--- src/rtl/lane_vrf_write_pkg.sv ---
// Shared types and helpers for the lane VRF write stage.
// - DEFAULT_* localparams mirror the module parameter defaults.
// - entry_t is the queue entry layout at those default widths.
// - mapVd() adds the high group-counter bits to the base register.
// - mergeBytes() does a byte-enable merge.
// Both helpers run at generous fixed widths. Callers size-cast their
// arguments and results, so one helper serves any parameterisation.
package lane_vrf_write_pkg;

  localparam int unsigned DEFAULT_DATA_W   = 32;
  localparam int unsigned DEFAULT_MASK_W   = DEFAULT_DATA_W / 8;
  localparam int unsigned DEFAULT_GROUP_W  = 7;
  localparam int unsigned DEFAULT_OFFSET_W = 3;
  localparam int unsigned DEFAULT_VD_W     = 5;
  localparam int unsigned DEFAULT_INST_W   = 3;
  localparam int unsigned DEFAULT_DEPTH    = 4;

  localparam int unsigned MAX_DATA_W  = 1024;
  localparam int unsigned MAX_MASK_W  = MAX_DATA_W / 8;
  localparam int unsigned MAX_VD_W    = 32;
  localparam int unsigned MAX_GROUP_W = 32;

  typedef struct packed {
    logic [DEFAULT_VD_W-1:0]     vd;
    logic [DEFAULT_OFFSET_W-1:0] offset;
    logic [DEFAULT_MASK_W-1:0]   mask;
    logic [DEFAULT_DATA_W-1:0]   data;
    logic                        last;
    logic [DEFAULT_INST_W-1:0]   instIdx;
    logic                        killed;
  } entry_t;

  // The caller truncates the result to its register-index width,
  // which gives the mod 2^VD_W wrap.
  function automatic logic [MAX_VD_W-1:0] mapVd(
    input logic [MAX_VD_W-1:0]    baseVd,
    input logic [MAX_GROUP_W-1:0] groupHigh
  );
    return baseVd + groupHigh;
  endfunction

  function automatic logic [MAX_DATA_W-1:0] mergeBytes(
    input logic [MAX_DATA_W-1:0] oldData,
    input logic [MAX_DATA_W-1:0] newData,
    input logic [MAX_MASK_W-1:0] newMask
  );
    logic [MAX_DATA_W-1:0] res;
    res = oldData;
    for (int unsigned b = 0; b < MAX_MASK_W; b++) begin
      if (newMask[b]) res[b*8 +: 8] = newData[b*8 +: 8];
    end
    return res;
  endfunction

endpackage

--- src/rtl/lane_vrf_write_buffer.sv ---
// Circular write queue for the lane VRF write stage.
// - Storage: DEPTH entries addressed by head and tail pointers, with a
//   full flag to tell full from empty.
// - Kill marking: killValid/killInst set the killed bit on every
//   occupied entry whose instruction index matches. An entry pushed in
//   the same cycle with a matching index is also marked.
// - Outputs: head entry fields, empty, full, and count (killed entries
//   are included in count).
// - Push and pop must be qualified by the caller (no push when full,
//   no pop when empty).
// Macro LANE_VRF_WRITE_COALESCE_EN adds ports that expose the youngest
// entry and let the caller merge into it.
module lane_vrf_write_buffer
  import lane_vrf_write_pkg::*;
#(
  parameter  int unsigned DATA_W   = DEFAULT_DATA_W,
  parameter  int unsigned OFFSET_W = DEFAULT_OFFSET_W,
  parameter  int unsigned VD_W     = DEFAULT_VD_W,
  parameter  int unsigned INST_W   = DEFAULT_INST_W,
  parameter  int unsigned DEPTH    = DEFAULT_DEPTH,
  localparam int unsigned MASK_W   = DATA_W / 8,
  localparam int unsigned CNT_W    = $clog2(DEPTH) + 1
) (
  input  logic                clock,
  input  logic                reset,
  input  logic                push,
  input  logic [VD_W-1:0]     pushVd,
  input  logic [OFFSET_W-1:0] pushOffset,
  input  logic [MASK_W-1:0]   pushMask,
  input  logic [DATA_W-1:0]   pushData,
  input  logic                pushLast,
  input  logic [INST_W-1:0]   pushInst,
  input  logic                pop,
  input  logic                killValid,
  input  logic [INST_W-1:0]   killInst,
`ifdef LANE_VRF_WRITE_COALESCE_EN
  input  logic                merge,
  input  logic [MASK_W-1:0]   mergeMask,
  input  logic [DATA_W-1:0]   mergeData,
  input  logic                mergeLast,
  output logic [VD_W-1:0]     youngVd,
  output logic [OFFSET_W-1:0] youngOffset,
  output logic [MASK_W-1:0]   youngMask,
  output logic [DATA_W-1:0]   youngData,
  output logic                youngLast,
  output logic [INST_W-1:0]   youngInst,
  output logic                youngKilled,
`endif
  output logic [VD_W-1:0]     headVd,
  output logic [OFFSET_W-1:0] headOffset,
  output logic [MASK_W-1:0]   headMask,
  output logic [DATA_W-1:0]   headData,
  output logic                headLast,
  output logic [INST_W-1:0]   headInst,
  output logic                headKilled,
  output logic                empty,
  output logic                full,
  output logic [CNT_W-1:0]    count
);

  localparam int unsigned PTR_W = $clog2(DEPTH);

  typedef struct packed {
    logic [VD_W-1:0]     vd;
    logic [OFFSET_W-1:0] offset;
    logic [MASK_W-1:0]   mask;
    logic [DATA_W-1:0]   data;
    logic                last;
    logic [INST_W-1:0]   instIdx;
    logic                killed;
  } slot_t;

  slot_t            mem [DEPTH];
  logic [PTR_W-1:0] headPtr;
  logic [PTR_W-1:0] tailPtr;
  logic             fullQ;
  logic [PTR_W-1:0] used;
  logic [DEPTH-1:0] occupied;

  assign used  = tailPtr - headPtr;
  assign full  = fullQ;
  assign empty = ~fullQ & (headPtr == tailPtr);
  assign count = fullQ ? CNT_W'(DEPTH) : {1'b0, used};

  // A slot is occupied when its distance from head is below the fill level.
  always_comb begin
    occupied = '0;
    for (int unsigned i = 0; i < DEPTH; i++) begin
      occupied[i] = fullQ | ((PTR_W'(i) - headPtr) < used);
    end
  end

  assign headVd     = mem[headPtr].vd;
  assign headOffset = mem[headPtr].offset;
  assign headMask   = mem[headPtr].mask;
  assign headData   = mem[headPtr].data;
  assign headLast   = mem[headPtr].last;
  assign headInst   = mem[headPtr].instIdx;
  assign headKilled = mem[headPtr].killed;

`ifdef LANE_VRF_WRITE_COALESCE_EN
  logic [PTR_W-1:0] youngPtr;
  assign youngPtr    = tailPtr - PTR_W'(1);
  assign youngVd     = mem[youngPtr].vd;
  assign youngOffset = mem[youngPtr].offset;
  assign youngMask   = mem[youngPtr].mask;
  assign youngData   = mem[youngPtr].data;
  assign youngLast   = mem[youngPtr].last;
  assign youngInst   = mem[youngPtr].instIdx;
  assign youngKilled = mem[youngPtr].killed;
`endif

  always_ff @(posedge clock or negedge reset) begin
    if (!reset) begin
      headPtr <= '0;
      tailPtr <= '0;
      fullQ   <= 1'b0;
      for (int unsigned i = 0; i < DEPTH; i++) mem[i] <= '0;
    end else begin
      if (killValid) begin
        for (int unsigned i = 0; i < DEPTH; i++) begin
          if (occupied[i] && (mem[i].instIdx == killInst)) mem[i].killed <= 1'b1;
        end
      end
`ifdef LANE_VRF_WRITE_COALESCE_EN
      if (merge) begin
        mem[youngPtr].mask <= mergeMask;
        mem[youngPtr].data <= mergeData;
        mem[youngPtr].last <= mergeLast;
      end
`endif
      if (push) begin
        mem[tailPtr] <= '{vd: pushVd, offset: pushOffset, mask: pushMask,
                          data: pushData, last: pushLast, instIdx: pushInst,
                          killed: killValid && (pushInst == killInst)};
        tailPtr      <= tailPtr + PTR_W'(1);
      end
      if (pop) headPtr <= headPtr + PTR_W'(1);
      if (push && !pop)      fullQ <= ((tailPtr + PTR_W'(1)) == headPtr);
      else if (pop && !push) fullQ <= 1'b0;
    end
  end

endmodule

--- src/rtl/lane_vrf_write_stage.sv ---
// Final lane pipeline stage. It turns execute results into VRF write
// requests.
// - enq_*: result from execute. The group counter maps to (vd, offset).
//   enq_ready is ~full and depends only on state.
// - kill_*: marks every queued write of one instruction as killed.
//   Killed writes are dropped at the head, one per cycle, without
//   raising wr_valid.
// - wr_*: VRF write request, driven directly from the head entry.
// - count: occupied entries, killed entries included.
// Macro LANE_VRF_WRITE_COALESCE_EN: a push merges into the youngest
// entry when that entry is still open (same vd, offset and instruction;
// not last, not killed, and not leaving the queue this cycle).
module lane_vrf_write_stage
  import lane_vrf_write_pkg::*;
#(
  parameter  int unsigned DATA_W   = DEFAULT_DATA_W,
  parameter  int unsigned GROUP_W  = DEFAULT_GROUP_W,
  parameter  int unsigned OFFSET_W = DEFAULT_OFFSET_W,
  parameter  int unsigned VD_W     = DEFAULT_VD_W,
  parameter  int unsigned INST_W   = DEFAULT_INST_W,
  parameter  int unsigned DEPTH    = DEFAULT_DEPTH,
  localparam int unsigned MASK_W   = DATA_W / 8,
  localparam int unsigned CNT_W    = $clog2(DEPTH) + 1
) (
  input  logic                clock,
  input  logic                reset,
  input  logic                enq_valid,
  output logic                enq_ready,
  input  logic [GROUP_W-1:0]  enq_groupCounter,
  input  logic [VD_W-1:0]     enq_vd,
  input  logic [DATA_W-1:0]   enq_data,
  input  logic [MASK_W-1:0]   enq_mask,
  input  logic                enq_last,
  input  logic [INST_W-1:0]   enq_instructionIndex,
  input  logic                kill_valid,
  input  logic [INST_W-1:0]   kill_instructionIndex,
  output logic                wr_valid,
  input  logic                wr_ready,
  output logic [VD_W-1:0]     wr_vd,
  output logic [OFFSET_W-1:0] wr_offset,
  output logic [MASK_W-1:0]   wr_mask,
  output logic [DATA_W-1:0]   wr_data,
  output logic                wr_last,
  output logic [INST_W-1:0]   wr_instructionIndex,
  output logic [CNT_W-1:0]    count
);

  logic [VD_W-1:0]     mappedVd;
  logic [OFFSET_W-1:0] mappedOffset;
  logic                headKilled;
  logic                empty;
  logic                full;
  logic                accept;
  logic                doPush;
  logic                pop;

  assign mappedOffset = enq_groupCounter[OFFSET_W-1:0];
  assign mappedVd     = VD_W'(mapVd(MAX_VD_W'(enq_vd),
                                    MAX_GROUP_W'(enq_groupCounter[GROUP_W-1:OFFSET_W])));

  assign enq_ready = ~full;
  assign accept    = enq_valid & ~full;
  assign wr_valid  = ~empty & ~headKilled;
  // A killed head leaves the queue regardless of wr_ready.
  assign pop       = (wr_valid & wr_ready) | (~empty & headKilled);

`ifdef LANE_VRF_WRITE_COALESCE_EN
  logic [VD_W-1:0]     youngVd;
  logic [OFFSET_W-1:0] youngOffset;
  logic [MASK_W-1:0]   youngMask;
  logic [DATA_W-1:0]   youngData;
  logic                youngLast;
  logic [INST_W-1:0]   youngInst;
  logic                youngKilled;
  logic                youngLeaving;
  logic                mergeHit;
  logic                doMerge;
  logic [MASK_W-1:0]   mergeMask;
  logic [DATA_W-1:0]   mergeData;
  logic                mergeLast;

  // The youngest entry leaves only when it is also the head.
  assign youngLeaving = pop & (count == CNT_W'(1));
  assign mergeHit     = ~empty & ~youngLeaving & ~youngKilled & ~youngLast &
                        (youngVd == mappedVd) & (youngOffset == mappedOffset) &
                        (youngInst == enq_instructionIndex);
  assign doMerge      = accept & mergeHit;
  assign doPush       = accept & ~mergeHit;
  assign mergeMask    = youngMask | enq_mask;
  assign mergeLast    = youngLast | enq_last;
  assign mergeData    = DATA_W'(mergeBytes(MAX_DATA_W'(youngData), MAX_DATA_W'(enq_data),
                                           MAX_MASK_W'(enq_mask)));
`else
  assign doPush = accept;
`endif

  lane_vrf_write_buffer #(
    .DATA_W   (DATA_W),
    .OFFSET_W (OFFSET_W),
    .VD_W     (VD_W),
    .INST_W   (INST_W),
    .DEPTH    (DEPTH)
  ) buffer (
    .clock       (clock),
    .reset       (reset),
    .push        (doPush),
    .pushVd      (mappedVd),
    .pushOffset  (mappedOffset),
    .pushMask    (enq_mask),
    .pushData    (enq_data),
    .pushLast    (enq_last),
    .pushInst    (enq_instructionIndex),
    .pop         (pop),
    .killValid   (kill_valid),
    .killInst    (kill_instructionIndex),
`ifdef LANE_VRF_WRITE_COALESCE_EN
    .merge       (doMerge),
    .mergeMask   (mergeMask),
    .mergeData   (mergeData),
    .mergeLast   (mergeLast),
    .youngVd     (youngVd),
    .youngOffset (youngOffset),
    .youngMask   (youngMask),
    .youngData   (youngData),
    .youngLast   (youngLast),
    .youngInst   (youngInst),
    .youngKilled (youngKilled),
`endif
    .headVd      (wr_vd),
    .headOffset  (wr_offset),
    .headMask    (wr_mask),
    .headData    (wr_data),
    .headLast    (wr_last),
    .headInst    (wr_instructionIndex),
    .headKilled  (headKilled),
    .empty       (empty),
    .full        (full),
    .count       (count)
  );

endmodule

--- config.mk ---
export PLATFORM = sky130hd
export DESIGN_NAME = lane_vrf_write_stage
export DESIGN_NICKNAME = d
export VERILOG_FILES = /design/src/rtl/lane_vrf_write_pkg.sv /design/src/rtl/lane_vrf_write_buffer.sv /design/src/rtl/lane_vrf_write_stage.sv
export SDC_FILE = /design/constraint.sdc
export NUM_CORES = 1
export LEC_CHECK = 0
export CAP_MARGIN = 20
export CORE_MARGIN = 2
export CORE_UTILIZATION = 60
export CTS_CLUSTER_SIZE = 16
export DETAILED_ROUTE_END_ITERATION = 6
export PLACE_DENSITY = 0.83
export SLEW_MARGIN = 30
export SYNTH_ARGS = -nofsm -noshare
export SYNTH_HDL_FRONTEND = slang
export SYNTH_HIERARCHICAL = 1
export SYNTH_SLANG_ARGS = --single-unit
export TNS_END_PERCENT = 1
--- constraint.sdc ---
create_clock -name clock -period 3.1 [get_ports clock]
set_input_delay 0.62 -clock clock [delete_from_list [all_inputs] [get_ports clock]]
set_output_delay 0.62 -clock clock [all_outputs]
set_load 0.005 [all_outputs]
## Yosys cells after proc, flatten, opt, wreduce, memory -nomap -nowiden

Cells that the tools add are included.

| storage, ports and cells | value |
|---|---|
| register bits after elaboration | 201 |
| output and inout port bits | 53 |
| word-level logic and storage cells | 97 |

| operators by class | value |
|---|---|
| add/subtract/negate cells | 8 |
| $lt $le $gt $ge | 7 |
| eq/ne operators | 7 |
| multiplexer cells | 18 |
| bitwise operators | 15 |
| reduce and logical (&&, ||, !) cells | 11 |

Operator list:

| cell | number |
|---|---|
| $bwmux 196 | 1 |
| $mux 148 | 1 |
| $mux 49 | 3 |
| $bmux 49 s2 | 1 |
| $demux 49 s2 | 1 |
| $eq 3x3->1 | 5 |
| $mux 1 | 10 |
| $logic_and 1x1->1 | 8 |
| $lt 2x2->1 | 4 |
| $ge 3x3->1 const B | 2 |
| $not 2->3 | 2 |
| $add 5x4->5 | 1 |
| $and 1x1->1 | 5 |
| $or 1x1->1 | 5 |
| $add 2x1->2 const B | 2 |
| $eq 2x2->1 | 2 |
| $sub 1x2->2 const A | 2 |
| $sub 2x2->2 const A | 2 |
| $lt 3x1->1 const B | 1 |
| $mux 3 | 1 |
| $not 1->1 | 3 |
| $logic_not 1->1 | 2 |
| $reduce_bool 2->1 | 1 |
| $sub 2x2->2 | 1 |

## Depth between registers and ports, before layout

| logic depth | value |
|---|---|
| depth after elaboration | 11 |
| mapped depth | 9 |
| mapped depth without buffers | 8 |

## By module

The synthesis kept the hierarchy.

Modules (own cells, without submodules):

| module | instances | cells an instance | area each (µm²) |
|---|---|---|---|
| lane_vrf_write_buffer | 1 | 559 | 9,068.7 |
| lane_vrf_write_stage | 1 | 23 | 171.4 |

## Worst setup path after synthesis

No wires, ideal clock.

| timing path | value |
|---|---|
| path type | flip-flop to output port |
| from | register buffer.headPtr[0] |
| to | output wr_data[0] |
| data arrival time | 1,403 ps |
| required time | 2,480 ps |
| setup slack | 1,077 ps |
| cell stages (with the launch flop) | 4 |
| buffers on the path | 2 |
| cell sequence | dfrtp_1 buf_2 buf_2 mux4_2 |

| between the ends | value |
|---|---|
| cells in the longest elaborated chain, start to end | 4 |

RTL lines:

| item | RTL line | RTL |
|---|---|---|
| start, declared | lane_vrf_write_buffer.sv:74 | `logic [PTR_W-1:0] headPtr;` |
| start signal, assigned | lane_vrf_write_buffer.sv:138 | `if (pop) headPtr <= headPtr + PTR_W'(1);` |
| $not 2->3 (implied by the code) | lane_vrf_write_buffer.sv:96 | `assign headData = mem[headPtr].data;` |
| $bmux 49 s2 | lane_vrf_write_buffer.sv:96 |  |
| $mux 49 | -- |  |
| $mux 49 (implied by the code) | lane_vrf_write_buffer.sv:96 |  |
| end, declared | lane_vrf_write_stage.sv:42 | `output logic [DATA_W-1:0] wr_data,` |

Every way passes these cells. The select of a mux whose other input is x is not followed.

## Final worst setup path

| timing path | value |
|---|---|
| from | register buffer.headPtr[0] |
| to | output wr_valid |

RTL lines:

| item | RTL line | RTL |
|---|---|---|
| $eq 2x2->1 | lane_vrf_write_buffer.sv:82 | `assign empty = ~fullQ & (headPtr == tailPtr);` |
| $and 1x1->1 | lane_vrf_write_buffer.sv:82 |  |
| via empty | lane_vrf_write_stage.sv:51 | `logic empty;` |
| $not 1->1 | lane_vrf_write_stage.sv:63 | `assign wr_valid = ~empty & ~headKilled;` |
| $and 1x1->1 | lane_vrf_write_stage.sv:63 |  |
| end, declared | lane_vrf_write_stage.sv:37 | `output logic wr_valid,` |

The timed path passes the listed nets, and every way through them passes these cells. The select of a mux whose other input is x is not followed.

==> qor.csv <==
stage,metric,value,unit
routing,initial detailed-routing violation count,236,
setup_path,crit end category,output pin,
pwr,Overall Power,13200,µW
cells_and_area,area of the multi-input gates,0.00400,mm²
setup_path,Reg2Reg Capture Point,buffer/full,
cts,clock tree from TritonCTS,done,
cts,Clock Path Buffers,3,
cells_and_area,most frequent cells in the layout,"dfrtp_1 (199), mux2_2 (174), clkdlybuf4s50_1 (111), mux4_2 (49), clkbuf_16 (21)",
cells_and_area,sequential cell area,0.00503,mm²
placed_design,I/O Buffers,112,
floorplanning,Starting Density,0.610,
logic_synthesis,post-synthesis cell area,0.00924,mm²
setup_path,slowest CP cell,clkdlybuf4s50_1,
routing,DR WL/cell,21.5,µm
cells_and_area,FILL cells,916,
cts,CTS buffer count,21,
timing,period utilization,0.953,
setup_path,crit path max fanout,10,
grt,vias in the first global route,6048,
grt,antenna violations before repair,0,
cts,Setup Buffers After CTS,1,
routing,Detail Route Antenna Nets,0,
timing,slew margin rel.,0.495,
placed_design,GP Congestion,0.806,
routing,Vias,5462,
setup_path,Setup CP Type,reg2out,
grt,largest net degree at the start of global routing,93,
timing,unrepaired setup endpoints after global routing,false,
timing,post-route clock skew,0.00525,ns
floorplanning,die area,0.0164,mm²
worst_hold_path,Hold WC Path Type,in2async,
timing,"Hold Vio Cnt, Final",0,
timing,measured slew at the worst slew-check pin,0.758,ns
floorplanning,Die X,128,µm
logic_synthesis,cells after synthesis,582,
setup_path,CP Data Required Time,2.48,ns
setup_path,critical path arrival,2.33,ns
logic_synthesis,synth unique cells,39,
timing,fmax,338,MHz
floorplanning,CORE AREA,0.0151,mm²
floorplanning,height of the die,128,µm
logic_synthesis,syn nets,655,
pwr,Leak,0.00476,µW
setup_path,Worst Reg2Reg Path Length in Cells,7,
outcome,status,"complete, no violations",
cells_and_area,"commonest non-fill, non-tap cell in the layout",dfrtp_1,
cts,htree depth,1,
cts,root buf cell,clkbuf_16,
floorplanning,Site Rows,45,
routing,1st-pass router iterations,4,
cts,Post-CTS Hold Fix Bufs,0,
setup_path,worst-path cell chain,inv_1 -> ha_1 -> nor3b_1 -> nor2_1 -> clkdlybuf4s50_1,
timing,fin crit period,2.95,ns
run,Max-Cap Viols,0,
cts,Clock transition at path regs,0.06,ns
timing,setup violators final,0,
grt,first-pass GRT wire length,32100,µm
setup_path,Max stage delay on crit path,0.57,ns
setup_path,worst r2r src,buffer/headPtr[0],
cts,Clock Sinks,201,
cts,latest clock arrival within the worst-skew pair,0.48,ns
cts,post_cts resized,0,
cells_and_area,layout cells sized above 1,0.404,
cells_and_area,fin nets,775,
logic_synthesis,syn_area_per_cell,15.9,µm²
placed_design,DPL Wire Length,12500,µm
grt,All-Layer GR Usage,0.250,
floorplanning,# IOs,113,
routing,vias per inst,6.04,
setup_path,worst setup path start,buffer/headPtr[0],
timing,setup TNS,0,ns
logic_synthesis,Yosys reg bits,201,
setup_path,reg2reg setup slack,0.81,ns
grt,grt ovf,0,
logic_synthesis,synth warn,6,
routing,DR DRC count,0,
pwr,Max rail drop VDD,690,µV
pwr,P per Cell Area,1160,mW/mm²
routing,total detailed-routing wirelength,19500,µm
logic_synthesis,post-synthesis sequential area ratio,0.544,
timing,Max Slew Vio Count,0,
setup_path,startpoint type of the worst setup path,register,
cells_and_area,# diodes,0,
cells_and_area,Area Overhead vs Synth,22.8,%
## per-stage QoR
step,cells,hold slack [ns],area (µm²),util,setup slack (ns)
global route,904,0.255,11300,0.749,0.0570
global placement,862,0.470,10600,0.702,0.409
detailed placement,862,0.477,10600,0.702,0.413
CTS,900,0.226,11300,0.747,0.0313
finish,904,0.197,11300,0.749,0.145
floorplan,582,0.324,9240,-,1.08
## final cells by class
type / instances / area share
sequential: 201 / 0.444
multi-input combinational: 333 / 0.352
timing repair buffer: 135 / 0.120
clock buffer: 30 / 0.0537
tap: 188 / 0.0207
clock inverter: 7 / 0.00595
inverter: 10 / 0.00331
## flip-flops by register name (all words and copies together) (netlist names)
register        flops
buffer/full         1
buffer/headPtr      2
buffer/mem        196
buffer/tailPtr      2
## synth_stat cells, drive strengths merged
cell type / n / area (µm²)
nor3: 3 / 15.0
a32oi: 1 / 8.76
a21o: 1 / 7.51
xnor2: 16 / 140
nor3b: 1 / 7.51
a211o: 1 / 8.76
o21ai: 1 / 5.00
a311oi: 2 / 17.5
mux4: 49 / 1100
mux2: 192 / 2160
nand2b: 1 / 6.26
o41ai: 1 / 8.76
mux2i: 2 / 20.0
o221ai: 1 / 8.76
and2: 1 / 6.26
nand3: 2 / 10.0
xor2: 8 / 88.8
a2bb2oi: 1 / 8.76
o22ai: 2 / 12.5
fa: 1 / 20.0
or3: 2 / 12.5
nand4: 3 / 18.8
nand2: 11 / 41.3
clkbuf: 6 / 23.8
buf: 32 / 161
a41o: 2 / 20.0
nor4: 1 / 6.26
a21oi: 3 / 22.5
nor2: 10 / 37.5
dfrtp: 201 / 5030
inv: 10 / 37.5
nor2b: 2 / 12.5
ha: 12 / 150
## where the power goes
group          total (µW)  internal (µW)  switching, µW
clock network        2460           1450           1010
logic                5940           3820           2120
registers            4780           3980            803
total               13200           9250           3930
## worst max path at each step
stage	to	slack [ns]	cells past startpoint
floorplan	wr_data[0]	1.08	3
global placement	wr_mask[2]	0.41	3
detailed placement	wr_instructionIndex[2]	0.41	3
CTS	wr_mask[2]	0.03	3
global route	count[1]	0.06	5
finish	wr_valid	0.15	5
## worst max-delay path, delay by kind of cell, from the launching register on
| family | cells | cell delay (ns) |
|---|---|---|
| and+or+nand+nor | 2 | 0.33 |
| buffers and inverters | 2 | 0.67 |
| DFF | 1 | 0.52 |
| adders and majority gates | 1 | 0.34 |
## per-layer routing
metal,vias up,share of wire,track usage
met5,-,0,0
met4,0,0.020,0.0685
met3,35,0.056,0.0442
met2,137,0.50,0.421
li1,2390,-,-
met1,2900,0.42,0.341
## cells by family after synthesis
group           count (synthesis)  share of synthesized area
fa+ha+maj                      13                     0.0184
buf+inv                        48                     0.0241
compound gates                 16                     0.0139
mux                           243                      0.356
xor+xnor                       24                     0.0248
flops                         201                      0.544
simple gates                   37                     0.0188
Power figures use the tool's default switching activity.
